**src/rtl/pipeline_stall_ctrl_pkg.sv**
```systemverilog
// Shared control definitions for the pipeline stall controller: FSM state encodings,
// the NOP loaded by an IF/ID flush, parameter defaults and counter widths.
package pipeline_stall_ctrl_pkg;

   // Controller FSM state encodings; 2'd3 is unused and recovers to RUN.
   localparam logic [1:0] RUN        = 2'd0;
   localparam logic [1:0] FLUSH      = 2'd1;
   localparam logic [1:0] MEM_WAIT   = 2'd2;
   localparam logic [1:0] ST_UNUSED  = 2'd3;

   // addi x0, x0, 0 -- instruction word the IF/ID register loads when flushed.
   localparam logic [31:0] NOP_INSN = 32'h0000_0013;

   localparam int unsigned FLUSH_CYCLES_DEF = 2;
   localparam int unsigned MAX_STALL_DEF    = 15;

   localparam int unsigned PERF_CNT_W  = 32;
   localparam int unsigned FLUSH_CNT_W = 3;
   localparam int unsigned STALL_CNT_W = 8;

   // Per-stage enable bundle driven onto the pipeline registers.
   typedef struct packed {
      logic pc_write;
      logic if_id_write;
      logic if_id_flush;
      logic id_ex_bubble;
      logic pipe_hold;
   } stage_en_t;

   localparam stage_en_t EN_IDLE = '{
      pc_write: 1'b1, if_id_write: 1'b1, if_id_flush: 1'b0, id_ex_bubble: 1'b0, pipe_hold: 1'b0
   };
   localparam stage_en_t EN_STALL = '{
      pc_write: 1'b0, if_id_write: 1'b0, if_id_flush: 1'b0, id_ex_bubble: 1'b1, pipe_hold: 1'b0
   };
   localparam stage_en_t EN_BRANCH = '{
      pc_write: 1'b1, if_id_write: 1'b1, if_id_flush: 1'b1, id_ex_bubble: 1'b1, pipe_hold: 1'b0
   };
   localparam stage_en_t EN_FLUSH = '{
      pc_write: 1'b1, if_id_write: 1'b1, if_id_flush: 1'b1, id_ex_bubble: 1'b0, pipe_hold: 1'b0
   };
   localparam stage_en_t EN_FREEZE = '{
      pc_write: 1'b0, if_id_write: 1'b0, if_id_flush: 1'b0, id_ex_bubble: 1'b0, pipe_hold: 1'b1
   };
   localparam stage_en_t EN_RESET = '{
      pc_write: 1'b0, if_id_write: 1'b0, if_id_flush: 1'b1, id_ex_bubble: 1'b1, pipe_hold: 1'b0
   };

endpackage

```
**src/rtl/pipeline_stall_ctrl_if.sv**
```systemverilog
// Handshake bundle between the stall controller and the surrounding core control path.
// Optional macro STALL_PERF_CNT_EN adds the performance counter outputs.
interface pipeline_stall_ctrl_if;
   import pipeline_stall_ctrl_pkg::*;

   logic       stall_req;
   logic       branch_taken;
   logic       mem_busy;
   logic       pc_write;
   logic       if_id_write;
   logic       if_id_flush;
   logic       id_ex_bubble;
   logic       pipe_hold;
   logic       stall_timeout;
   logic [1:0] ctrl_state;
`ifdef STALL_PERF_CNT_EN
   logic [PERF_CNT_W-1:0] perf_stall_cnt;
   logic [PERF_CNT_W-1:0] perf_flush_cnt;

   // Hazard/branch/memory side: drives requests, observes enables.
   modport master (
      output stall_req, branch_taken, mem_busy,
      input  pc_write, if_id_write, if_id_flush, id_ex_bubble, pipe_hold, stall_timeout,
      input  ctrl_state, perf_stall_cnt, perf_flush_cnt
   );

   // Stall controller side.
   modport slave (
      input  stall_req, branch_taken, mem_busy,
      output pc_write, if_id_write, if_id_flush, id_ex_bubble, pipe_hold, stall_timeout,
      output ctrl_state, perf_stall_cnt, perf_flush_cnt
   );
`else
   modport master (
      output stall_req, branch_taken, mem_busy,
      input  pc_write, if_id_write, if_id_flush, id_ex_bubble, pipe_hold, stall_timeout,
      input  ctrl_state
   );

   modport slave (
      input  stall_req, branch_taken, mem_busy,
      output pc_write, if_id_write, if_id_flush, id_ex_bubble, pipe_hold, stall_timeout,
      output ctrl_state
   );
`endif

endinterface

```
**src/rtl/pipeline_stall_ctrl_stall_watchdog.sv**
```systemverilog
// Saturating consecutive-stall counter with a sticky timeout flag. Kept generic so the
// fetch side can reuse it for its own stall sources.
module pipeline_stall_ctrl_stall_watchdog
   import pipeline_stall_ctrl_pkg::*;
#(
   parameter int unsigned MAX_STALL = MAX_STALL_DEF
) (
   input  logic clk,
   input  logic rst,
   input  logic stall_grant_i,
   input  logic hold_i,
   output logic stall_timeout_o
);

   localparam logic [STALL_CNT_W-1:0] MaxStallW = STALL_CNT_W'(MAX_STALL);

   logic [STALL_CNT_W-1:0] stall_cnt_d, stall_cnt_q;
   logic                   timeout_d, timeout_q;

   // Count granted stalls, hold while frozen, clear otherwise; flag sets once the run
   // exceeds the limit and only reset clears it.
   always_comb begin
      stall_cnt_d = stall_cnt_q;
      if (stall_grant_i) begin
         if (stall_cnt_q != {STALL_CNT_W{1'b1}}) begin
            stall_cnt_d = stall_cnt_q + {{(STALL_CNT_W-1){1'b0}}, 1'b1};
         end
      end else if (!hold_i) begin
         stall_cnt_d = '0;
      end
      timeout_d = timeout_q | (stall_cnt_d > MaxStallW);
   end

   // Counter and sticky flag registers.
   always_ff @(posedge clk or posedge rst) begin
      if (rst) begin
         stall_cnt_q <= '0;
         timeout_q   <= 1'b0;
      end else begin
         stall_cnt_q <= stall_cnt_d;
         timeout_q   <= timeout_d;
      end
   end

   assign stall_timeout_o = timeout_q;

endmodule

```
**src/rtl/pipeline_stall_ctrl.sv**
```systemverilog
// Pipeline stall controller: converts load-use stall requests, EX taken-branch redirects
// and data-memory busy into per-stage enables. Priority is mem_busy > branch > stall.
// Optional macro STALL_PERF_CNT_EN adds granted-stall and accepted-branch counters.
module pipeline_stall_ctrl
   import pipeline_stall_ctrl_pkg::*;
#(
   parameter int unsigned FLUSH_CYCLES = FLUSH_CYCLES_DEF,
   parameter int unsigned MAX_STALL    = MAX_STALL_DEF
) (
   input  logic                 clk,
   input  logic                 rst,
   pipeline_stall_ctrl_if.slave bus
);

   localparam logic [FLUSH_CNT_W-1:0] FlushReload = FLUSH_CNT_W'(FLUSH_CYCLES - 1);
   localparam logic [FLUSH_CNT_W-1:0] FlushLast   = FLUSH_CNT_W'(1);
   localparam logic [FLUSH_CNT_W-1:0] FlushStep   = FLUSH_CNT_W'(1);

   logic [1:0]             state_d, state_q;
   logic [FLUSH_CNT_W-1:0] flush_cnt_d, flush_cnt_q;
   logic [1:0]             saved_state_d, saved_state_q;
   logic [FLUSH_CNT_W-1:0] saved_cnt_d, saved_cnt_q;

   logic [1:0]             eff_state;
   logic [FLUSH_CNT_W-1:0] eff_cnt;
   stage_en_t              en;
   stage_en_t              en_out;
   logic                   stall_grant;
   logic                   branch_accept;
   logic                   wd_hold;

   // State the pipeline behaves as this cycle: MEM_WAIT resumes the saved state at once,
   // the unused encoding falls back to RUN.
   always_comb begin
      eff_state = state_q;
      eff_cnt   = flush_cnt_q;
      if (state_q == MEM_WAIT) begin
         eff_state = saved_state_q;
         eff_cnt   = saved_cnt_q;
      end else if (state_q == ST_UNUSED) begin
         eff_state = RUN;
         eff_cnt   = '0;
      end
   end

   // Next-state, flush counter and stage enables by input priority.
   always_comb begin
      state_d       = eff_state;
      flush_cnt_d   = eff_cnt;
      saved_state_d = saved_state_q;
      saved_cnt_d   = saved_cnt_q;
      en            = EN_IDLE;
      stall_grant   = 1'b0;
      branch_accept = 1'b0;

      if (bus.mem_busy) begin
         en          = EN_FREEZE;
         state_d     = MEM_WAIT;
         flush_cnt_d = flush_cnt_q;
         // Only the first frozen cycle captures the state to resume into.
         if (state_q != MEM_WAIT) begin
            saved_state_d = eff_state;
            saved_cnt_d   = eff_cnt;
         end
      end else begin
         case (eff_state)
            FLUSH: begin
               // The instruction in ID is being squashed, so stall_req is meaningless here.
               en = EN_FLUSH;
               if (bus.branch_taken) begin
                  branch_accept = 1'b1;
                  flush_cnt_d   = FlushReload;
               end else if (eff_cnt <= FlushLast) begin
                  state_d     = RUN;
                  flush_cnt_d = '0;
               end else begin
                  flush_cnt_d = eff_cnt - FlushStep;
               end
            end
            default: begin
               if (bus.branch_taken) begin
                  en            = EN_BRANCH;
                  branch_accept = 1'b1;
                  if (FLUSH_CYCLES > 1) begin
                     state_d     = FLUSH;
                     flush_cnt_d = FlushReload;
                  end else begin
                     state_d     = RUN;
                     flush_cnt_d = '0;
                  end
               end else if (bus.stall_req) begin
                  en          = EN_STALL;
                  stall_grant = 1'b1;
                  state_d     = RUN;
                  flush_cnt_d = '0;
               end else begin
                  state_d     = RUN;
                  flush_cnt_d = '0;
               end
            end
         endcase
      end
   end

   // Reset forces a safe bubble/flush pattern before any clock edge.
   always_comb begin
      en_out = rst ? EN_RESET : en;
   end

   // FSM, flush counter and the pre-freeze snapshot.
   always_ff @(posedge clk or posedge rst) begin
      if (rst) begin
         state_q       <= RUN;
         flush_cnt_q   <= '0;
         saved_state_q <= RUN;
         saved_cnt_q   <= '0;
      end else begin
         state_q       <= state_d;
         flush_cnt_q   <= flush_cnt_d;
         saved_state_q <= saved_state_d;
         saved_cnt_q   <= saved_cnt_d;
      end
   end

   // The stall run survives a memory freeze, including the resume cycle.
   assign wd_hold = bus.mem_busy | (state_q == MEM_WAIT);

   pipeline_stall_ctrl_stall_watchdog #(
      .MAX_STALL (MAX_STALL)
   ) u_stall_watchdog (
      .clk             (clk),
      .rst             (rst),
      .stall_grant_i   (stall_grant),
      .hold_i          (wd_hold),
      .stall_timeout_o (bus.stall_timeout)
   );

   assign bus.pc_write     = en_out.pc_write;
   assign bus.if_id_write  = en_out.if_id_write;
   assign bus.if_id_flush  = en_out.if_id_flush;
   assign bus.id_ex_bubble = en_out.id_ex_bubble;
   assign bus.pipe_hold    = en_out.pipe_hold;
   assign bus.ctrl_state   = state_q;

`ifdef STALL_PERF_CNT_EN
   logic [PERF_CNT_W-1:0] perf_stall_cnt_d, perf_stall_cnt_q;
   logic [PERF_CNT_W-1:0] perf_flush_cnt_d, perf_flush_cnt_q;

   // Free-running event counters, wrapping modulo 2^32.
   always_comb begin
      perf_stall_cnt_d = perf_stall_cnt_q;
      perf_flush_cnt_d = perf_flush_cnt_q;
      if (stall_grant) begin
         perf_stall_cnt_d = perf_stall_cnt_q + {{(PERF_CNT_W-1){1'b0}}, 1'b1};
      end
      if (branch_accept) begin
         perf_flush_cnt_d = perf_flush_cnt_q + {{(PERF_CNT_W-1){1'b0}}, 1'b1};
      end
   end

   // Performance counter registers.
   always_ff @(posedge clk or posedge rst) begin
      if (rst) begin
         perf_stall_cnt_q <= '0;
         perf_flush_cnt_q <= '0;
      end else begin
         perf_stall_cnt_q <= perf_stall_cnt_d;
         perf_flush_cnt_q <= perf_flush_cnt_d;
      end
   end

   assign bus.perf_stall_cnt = perf_stall_cnt_q;
   assign bus.perf_flush_cnt = perf_flush_cnt_q;
`endif

endmodule

```
**src/flat_wrapper.sv**
```systemverilog
// flat-port wrapper written by rule: the top's interface ports become plain ports
module pipeline_stall_ctrl_flat import pipeline_stall_ctrl_pkg::*;
#(
   parameter int unsigned FLUSH_CYCLES = FLUSH_CYCLES_DEF,
   parameter int unsigned MAX_STALL    = MAX_STALL_DEF
)
  (clk, rst, bus_stall_req, bus_branch_taken, bus_mem_busy, bus_pc_write, bus_if_id_write, bus_if_id_flush, bus_id_ex_bubble, bus_pipe_hold, bus_stall_timeout, bus_ctrl_state);
  pipeline_stall_ctrl_if bus_i ();
  input  logic clk;
  input  logic rst;
  input wire logic [$bits(bus_i.stall_req)-1:0] bus_stall_req;
  input wire logic [$bits(bus_i.branch_taken)-1:0] bus_branch_taken;
  input wire logic [$bits(bus_i.mem_busy)-1:0] bus_mem_busy;
  output wire logic [$bits(bus_i.pc_write)-1:0] bus_pc_write;
  output wire logic [$bits(bus_i.if_id_write)-1:0] bus_if_id_write;
  output wire logic [$bits(bus_i.if_id_flush)-1:0] bus_if_id_flush;
  output wire logic [$bits(bus_i.id_ex_bubble)-1:0] bus_id_ex_bubble;
  output wire logic [$bits(bus_i.pipe_hold)-1:0] bus_pipe_hold;
  output wire logic [$bits(bus_i.stall_timeout)-1:0] bus_stall_timeout;
  output wire logic [$bits(bus_i.ctrl_state)-1:0] bus_ctrl_state;
  assign bus_i.stall_req = bus_stall_req;
  assign bus_i.branch_taken = bus_branch_taken;
  assign bus_i.mem_busy = bus_mem_busy;
  assign bus_pc_write = bus_i.pc_write;
  assign bus_if_id_write = bus_i.if_id_write;
  assign bus_if_id_flush = bus_i.if_id_flush;
  assign bus_id_ex_bubble = bus_i.id_ex_bubble;
  assign bus_pipe_hold = bus_i.pipe_hold;
  assign bus_stall_timeout = bus_i.stall_timeout;
  assign bus_ctrl_state = bus_i.ctrl_state;
  pipeline_stall_ctrl #(.FLUSH_CYCLES(FLUSH_CYCLES), .MAX_STALL(MAX_STALL)) u_core (.clk(clk), .rst(rst), .bus(bus_i));
endmodule
```
**config.mk**
```make
export PLATFORM = sky130hd
export DESIGN_NAME = pipeline_stall_ctrl_flat
export DESIGN_NICKNAME = d
export VERILOG_FILES = /design/src/rtl/pipeline_stall_ctrl_pkg.sv /design/src/rtl/pipeline_stall_ctrl_if.sv /design/src/rtl/pipeline_stall_ctrl_stall_watchdog.sv /design/src/rtl/pipeline_stall_ctrl.sv /design/src/flat_wrapper.sv
export SDC_FILE = /design/constraint.sdc
export NUM_CORES = 1
export LEC_CHECK = 0
export BUFFER_PORTS_ARGS = -buffer_cell sky130_fd_sc_hd__buf_2
export CAP_MARGIN = 15
export CORE_MARGIN = 2
export CORE_UTILIZATION = 55
export CTS_CLUSTER_DIAMETER = 40
export DETAILED_ROUTE_END_ITERATION = 16
export PLACE_DENSITY = 0.76
export SYNTH_ARGS = -nofsm -noshare
export SYNTH_HDL_FRONTEND = slang
export SYNTH_SLANG_ARGS = --single-unit
```
**constraint.sdc**
```tcl
create_clock -name clk -period 2.33 [get_ports clk]
set_input_delay 0.1165 -clock clk [delete_from_list [all_inputs] [get_ports clk]]
set_output_delay 0.1165 -clock clk [all_outputs]
set_load 0.02 [all_outputs]
```
### Yosys cells after proc, flatten, opt, wreduce, memory -nomap -nowiden

Index checks and enable logic that the tools add are counted.

| storage, ports and cells | value |
|---|---|
| bits in registers | 19 |
| input port bits | 5 |
| output and inout bits | 8 |
| logic and storage cells | 43 |

| operators by class | value |
|---|---|
| $add $sub $neg | 2 |
| magnitude comparators | 2 |
| equal/unequal tests | 5 |
| muxes and demuxes | 25 |
| bitwise gates (word level) | 2 |
| reduce and logical (&&, ||, !) cells | 1 |

Operators by type and width:

| operator | number |
|---|---|
| two-way mux 5 bit | 5 |
| two-way mux 8 bit | 3 |
| two-way mux 3 bit | 5 |
| two-way mux 2 bit | 6 |
| adder 8 x 1 -> 8 bit, second input constant | 1 |
| greater-than comparator 8 x 4 -> 1 bit, second input constant | 1 |
| != test 8 bit, second input constant | 1 |
| two-way mux 1 bit | 6 |
| equality test 2 bit, second input constant | 2 |
| <= comparator 3 x 1 -> 1 bit, second input constant | 1 |
| subtractor 3 x 1 -> 3 bit, second input constant | 1 |
| equality test 2 x 1 -> 1 bit, second input constant | 1 |
| != test 2 bit, second input constant | 1 |
| OR 1 bit | 2 |
| AND reduction 2 bit | 1 |

### Longest topological paths before layout

| logic depth | value |
|---|---|
| depth in word-level cells | 9 |
| depth in mapped cells | 6 |
| depth with buffers taken out | 6 |

### By module

A second synthesis with hierarchy kept.

| unflattened totals | value |
|---|---|
| cells, all modules | 105 |
| area total of the unflattened synthesis | 1,052.3 µm² |

By module, submodules not included:

| module | times used | cells an instance | area each (µm²) | sequential area each (µm²) |
|---|---|---|---|---|
| pipeline_stall_ctrl | 1 | 58 | 568.0 | 250.2 |
| pipeline_stall_ctrl_stall_watchdog | 1 | 47 | 484.2 | 225.2 |

### Worst setup path after synthesis

OpenSTA, ideal clock, no wires.

| timing | value |
|---|---|
| path type | reg-to-reg |
| start | register u_core.state_q[1], in the netlist u_core.bus.ctrl_state[1] |
| end | register u_core.u_stall_watchdog.timeout_q, in the netlist u_core.u_stall_watchdog.stall_timeout_o |
| setup time | 139 ps |
| data arrival time | 1,888 ps |
| data required time | 2,191 ps |
| slack | 304 ps |
| cell stages (with the launch flop) | 6 |
| path buffers | 0 |
| period minus slack after synthesis | 2,026 ps |
| cells stage by stage | dfrtp_1 > and4bb_2 > nor3_4 > nand2_2 > o211a_1 > or4_1 |

| on the way | value |
|---|---|
| longest elaborated chain between the ends | 9 |
| elaborated cells between the ends (all ways) | 12 |
| those cells by class | order compare: 1; eq/ne: 3; mux: 6; bitwise: 2 |

Ends and longest elaborated chain:

| element | line | text |
|---|---|---|
| start, declared | pipeline_stall_ctrl.sv:19 | `logic [1:0] state_d, state_q;` |
| start signal, assigned | pipeline_stall_ctrl.sv:118 | `state_q <= state_d;` |
| equality test 2 bit | pipeline_stall_ctrl.sv:40 | `end else if (state_q == ST_UNUSED) begin` |
| two-way mux 2 bit | pipeline_stall_ctrl.sv:40 |  |
| two-way mux 2 bit | pipeline_stall_ctrl.sv:37 | `if (state_q == MEM_WAIT) begin` |
| equality test 2 x 1 -> 1 bit | pipeline_stall_ctrl.sv:66 | `case (eff_state)` |
| two-way mux 1 bit | pipeline_stall_ctrl.sv:66 |  |
| two-way mux 1 bit | pipeline_stall_ctrl.sv:56 | `if (bus.mem_busy) begin` |
| two-way mux 8 bit * | pipeline_stall_ctrl_stall_watchdog.sv:24 | `if (stall_grant_i) begin` |
| named net u_core.u_stall_watchdog.stall_cnt_d[7] | pipeline_stall_ctrl_stall_watchdog.sv:17 | `logic [STALL_CNT_W-1:0] stall_cnt_d, stall_cnt_q;` |
| greater-than comparator 8 x 4 -> 1 bit * | pipeline_stall_ctrl_stall_watchdog.sv:31 | `timeout_d = timeout_q \| (stall_cnt_d > MaxStallW);` |
| OR 1 bit * | pipeline_stall_ctrl_stall_watchdog.sv:31 |  |
| named net u_core.u_stall_watchdog.timeout_d | pipeline_stall_ctrl_stall_watchdog.sv:18 | `logic timeout_d, timeout_q;` |
| end signal, assigned | pipeline_stall_ctrl_stall_watchdog.sv:41 | `timeout_q <= timeout_d;` |
| end, declared | pipeline_stall_ctrl_stall_watchdog.sv:18 |  |

The timed path passes the listed nets; every way through them passes the cells marked *.
A chain may end at the register's enable or synchronous reset.

### Worst setup path in the final report

| timing | value |
|---|---|
| start | register u_core.state_q[1], in the netlist u_core.bus.ctrl_state[1] |
| end | register u_core.u_stall_watchdog.timeout_q, in the netlist u_core.u_stall_watchdog.stall_timeout_o |

| on the way | value |
|---|---|
| longest elaborated chain between the ends | 9 |
| elaborated cells between the ends (all ways) | 12 |
| those cells by class | order compare: 1; eq/ne: 3; mux: 6; bitwise: 2 |

Ends and longest elaborated chain:

| element | line |
|---|---|
| equality test 2 bit | pipeline_stall_ctrl.sv:40 |
| two-way mux 2 bit | pipeline_stall_ctrl.sv:40 |
| two-way mux 2 bit | pipeline_stall_ctrl.sv:37 |
| equality test 2 x 1 -> 1 bit | pipeline_stall_ctrl.sv:66 |
| two-way mux 1 bit | pipeline_stall_ctrl.sv:66 |
| two-way mux 1 bit | pipeline_stall_ctrl.sv:56 |
| two-way mux 8 bit * | pipeline_stall_ctrl_stall_watchdog.sv:24 |
| greater-than comparator 8 x 4 -> 1 bit * | pipeline_stall_ctrl_stall_watchdog.sv:31 |
| OR 1 bit * | pipeline_stall_ctrl_stall_watchdog.sv:31 |
| named net u_core.u_stall_watchdog.timeout_d | pipeline_stall_ctrl_stall_watchdog.sv:18 |

Marked as above.

==> reports/results.ini <==
[finish]
instances_no_fill = 144
syn2layout_area_growth_pct = 12.24
most-common-layout-cells = dfrtp_1, buf_2, nand2_1
drive_above_1_share_pct = 21.85
stdcell_area_sq_um = 1159
n_antenna_cell = 0
fin_nets = 126
final_common_cell = dfrtp_1

[place]
dp.cells = 139
gp_congestion = 0.8659
port_buffers = 12
dp_hpwl_microns = 1499
placed_area_sq_um = 1119

[worst_setup_path]
worstPathArrival_ps = 2280
critPathKind = flip-flop to flip-flop
required_ps = 2510
path_max_fanout = 10
r2r_cells = 5
endpoint_kind = flip-flop
reg2reg_to = u_core.u_stall_watchdog.stall_timeout_o$_DFF_PP0_
crit_path_start_kind = flip-flop
crit_slowest_cell = dfrtp_1
r2r-start = u_core.bus.ctrl_state[1]$_DFF_PP0_
critPathMaxStageDelay_ps = 490
worstPathCellList = and4bb_2 -> nor3_4 -> o211ai_1 -> a31o_2 -> or4_1
r2r_setup_slack_ps = 230

[cts]
cts-root-buf = clkbuf_4
worstSkewPairLatency_ps = 300
htreeDepth = 1
clk_pin_slew_ps = 120
clk_path_buf_depth = 2
numCtsBuffers = 3
cts_tree = yes
clkSinkCount = 19

[synthesis]
synthArstFlopShare_pct = 100.0
synthesis.area_sq_um = 1032
syn_inst = 104
yosysWarnings = 0
synth_edf_count = 0
yosys_most_used_dff = dfrtp_1
synth-xor-area-share_pct = 0
synth_compound_area_share_pct = 18.67
yosys-mux-area-fraction_pct = 3.879
syn_area_per_cell_sq_um = 9.925
synth_simple_gate_area_share_pct = 26.06
synth_top_family_by_area = simple AND/OR/NAND/NOR gates
yosys.area_share.adder_pct = 2.303
synth.yosys.seq_area_share_pct = 46.06
ys_ff_latch = 19
synthesis.nets = 110
ys_types = 39

[sta]
slew-limit-headroom_pct = 68.31
hold_viol = 0
layout_min_cycle_time_ps = 2097
finalCritPeriodShare_pct = 90.01
worstMarginPinSlew_ps = 475.3
slew_viol_final = 0
max_freq_ghz = 0.4768
fin_skew_ps = 9.966
fin_setup_tns_ps = 0
hold_slack_ps = 139.4
setup_violations = 0
rsz0062_at_grt = false

[power_and_ir_drop]
max-vdd-ir-drop_mv = 0.3665
power_density_nw_per_um2 = 528.9
p_total_w = 0.0006128
p_leak_nw = 0.5580

[routing]
routed_wl_microns = 1996
vias = 806
dr.pass1.iters = 4
drt_iter0_markers = 12
drtAntennaViolNets = 0
drt-vias-per-instance = 5.597
drc = 0
wl_per_cell_microns = 13.86

[floorplanning]
fp.dieW_microns = 47.32
core-area_sq_um = 1745
io_pins = 13
die_area_sq_um = 2239
row_count = 15
chipHeight_microns = 47.32
start_util_pct = 59.14

[grt]
antenna_found_initial = 0
grt_pass1_vias = 746
overflow = 0
grt_pass1_wl_microns = 3374
gr-usage-all-layers_pct = 21.52
grt_start_max_net_pins = 16

[hold_path]
hp-start = bus_mem_busy
min_to = u_core.bus.ctrl_state[1]$_DFF_PP0_
holdPathStages = 2
hp-class = input port to flip-flop

[status]
status = complete, no violations

[run]
cap_violations = 0

==> worst max-delay path by stage <==
stage | to | slack (ps) | depth (start not counted) | startpoint
after global routing | u_core.u_stall_watchdog.stall_timeout_o$_DFF_PP0_ | 140 | 5 | u_core.bus.ctrl_state[1]$_DFF_PP0_
after global placement | u_core.u_stall_watchdog.stall_timeout_o$_DFF_PP0_ | 320 | 5 | u_core.bus.ctrl_state[1]$_DFF_PP0_
after CTS | u_core.u_stall_watchdog.stall_timeout_o$_DFF_PP0_ | 230 | 5 | u_core.bus.ctrl_state[1]$_DFF_PP0_
after detailed placement | u_core.u_stall_watchdog.stall_timeout_o$_DFF_PP0_ | 250 | 5 | u_core.bus.ctrl_state[1]$_DFF_PP0_
final | u_core.u_stall_watchdog.stall_timeout_o$_DFF_PP0_ | 230 | 5 | u_core.bus.ctrl_state[1]$_DFF_PP0_
after floorplan | u_core.u_stall_watchdog.stall_timeout_o$_DFF_PP0_ | 300 | 5 | u_core.bus.ctrl_state[1]$_DFF_PP0_
==> registers in the layout (all words and copies together) (netlist names) <==
signal and count:
u_core.bus.ctrl_state 2, u_core.flush_cnt_q 3, u_core.saved_cnt_q 3, u_core.saved_state_q 2, u_core.u_stall_watchdog.stall_cnt_q 8, u_core.u_stall_watchdog.stall_timeout_o 1
==> per-layer routing <==
metal  GRT usage [%]  vias to the layer above  share of wire, %  wire length, microns
met5               0                        -                 0                     0
li1                -                      411                 -                     -
met4           10.00                        0               2.0                    39
met1           33.33                      371                55                  1102
met2           28.65                       20                39                   788
met3           3.462                        4               3.3                    66
==> worst max-delay path: cells and delay by family, from the launching register on <==
family	cells	cell delay [ps]
DFF	1	490
and+or+nand+nor	3	1030
AOI/OAI and AO/OA	2	450
==> stage by stage <==
step | worst slack [ps] | util, %
6_report | 232.7 | 66.38
5_1_grt | 141.6 | 66.38
4_1_cts | 231.8 | 66.38
3_5_place_dp | 248.1 | 64.09
3_3_place_gp | 317.0 | 64.09
2_1_floorplan | 303.6 | -
==> where the power goes <==
part           switching [W]  total [W]  internal (W)
clock               0.000106   0.000172     0.0000654
sequential         0.0000147   0.000357      0.000343
combinational      0.0000513  0.0000835     0.0000322
==> Yosys cell counts (all sizes together) (2+ instances only) <==
cell type / n / area share, %
buf: 2 / 1.2
dfrtp: 19 / 46
a31o: 3 / 2.5
a21oi: 2 / 0.97
o211ai: 2 / 1.5
and2: 2 / 1.2
nand2: 12 / 4.6
nand2b: 3 / 1.8
mux2i: 4 / 3.9
nor3: 3 / 2.5
o21ai: 4 / 1.9
o211a: 2 / 1.9
a22o: 5 / 4.2
nand3: 3 / 1.5
nor2: 8 / 2.9
clkbuf: 2 / 0.73
inv: 3 / 1.1
nor2b: 7 / 4.2
==> cell families after synthesis <==
| kind of cell | after synthesis |
|---|---|
| compound gates | 25 |
| simple gates | 47 |
| fa+ha+maj | 2 |
| mux | 4 |
| buf+inv | 7 |
| flops | 19 |
==> what timing repair did <==
| action | in CTS | in global routing |
|---|---|---|
| resized for setup | 0 | 0 |
| hold buffers | 1 | 0 |
| hold endpoints to repair | 9 | 0 |
| buffers inserted | 0 | 0 |
==> layout make-up <==
class / count / area, sq um
fillers: 141 / 586.8
multi-input cells: 78 / 525.5
flip-flops and latches: 19 / 475.5
repair buffers: 15 / 85.08
well taps: 25 / 31.28
clock buffers: 3 / 22.52
inverters: 3 / 11.26
clock inverters: 1 / 7.507
Power figures use the tool's default switching activity.
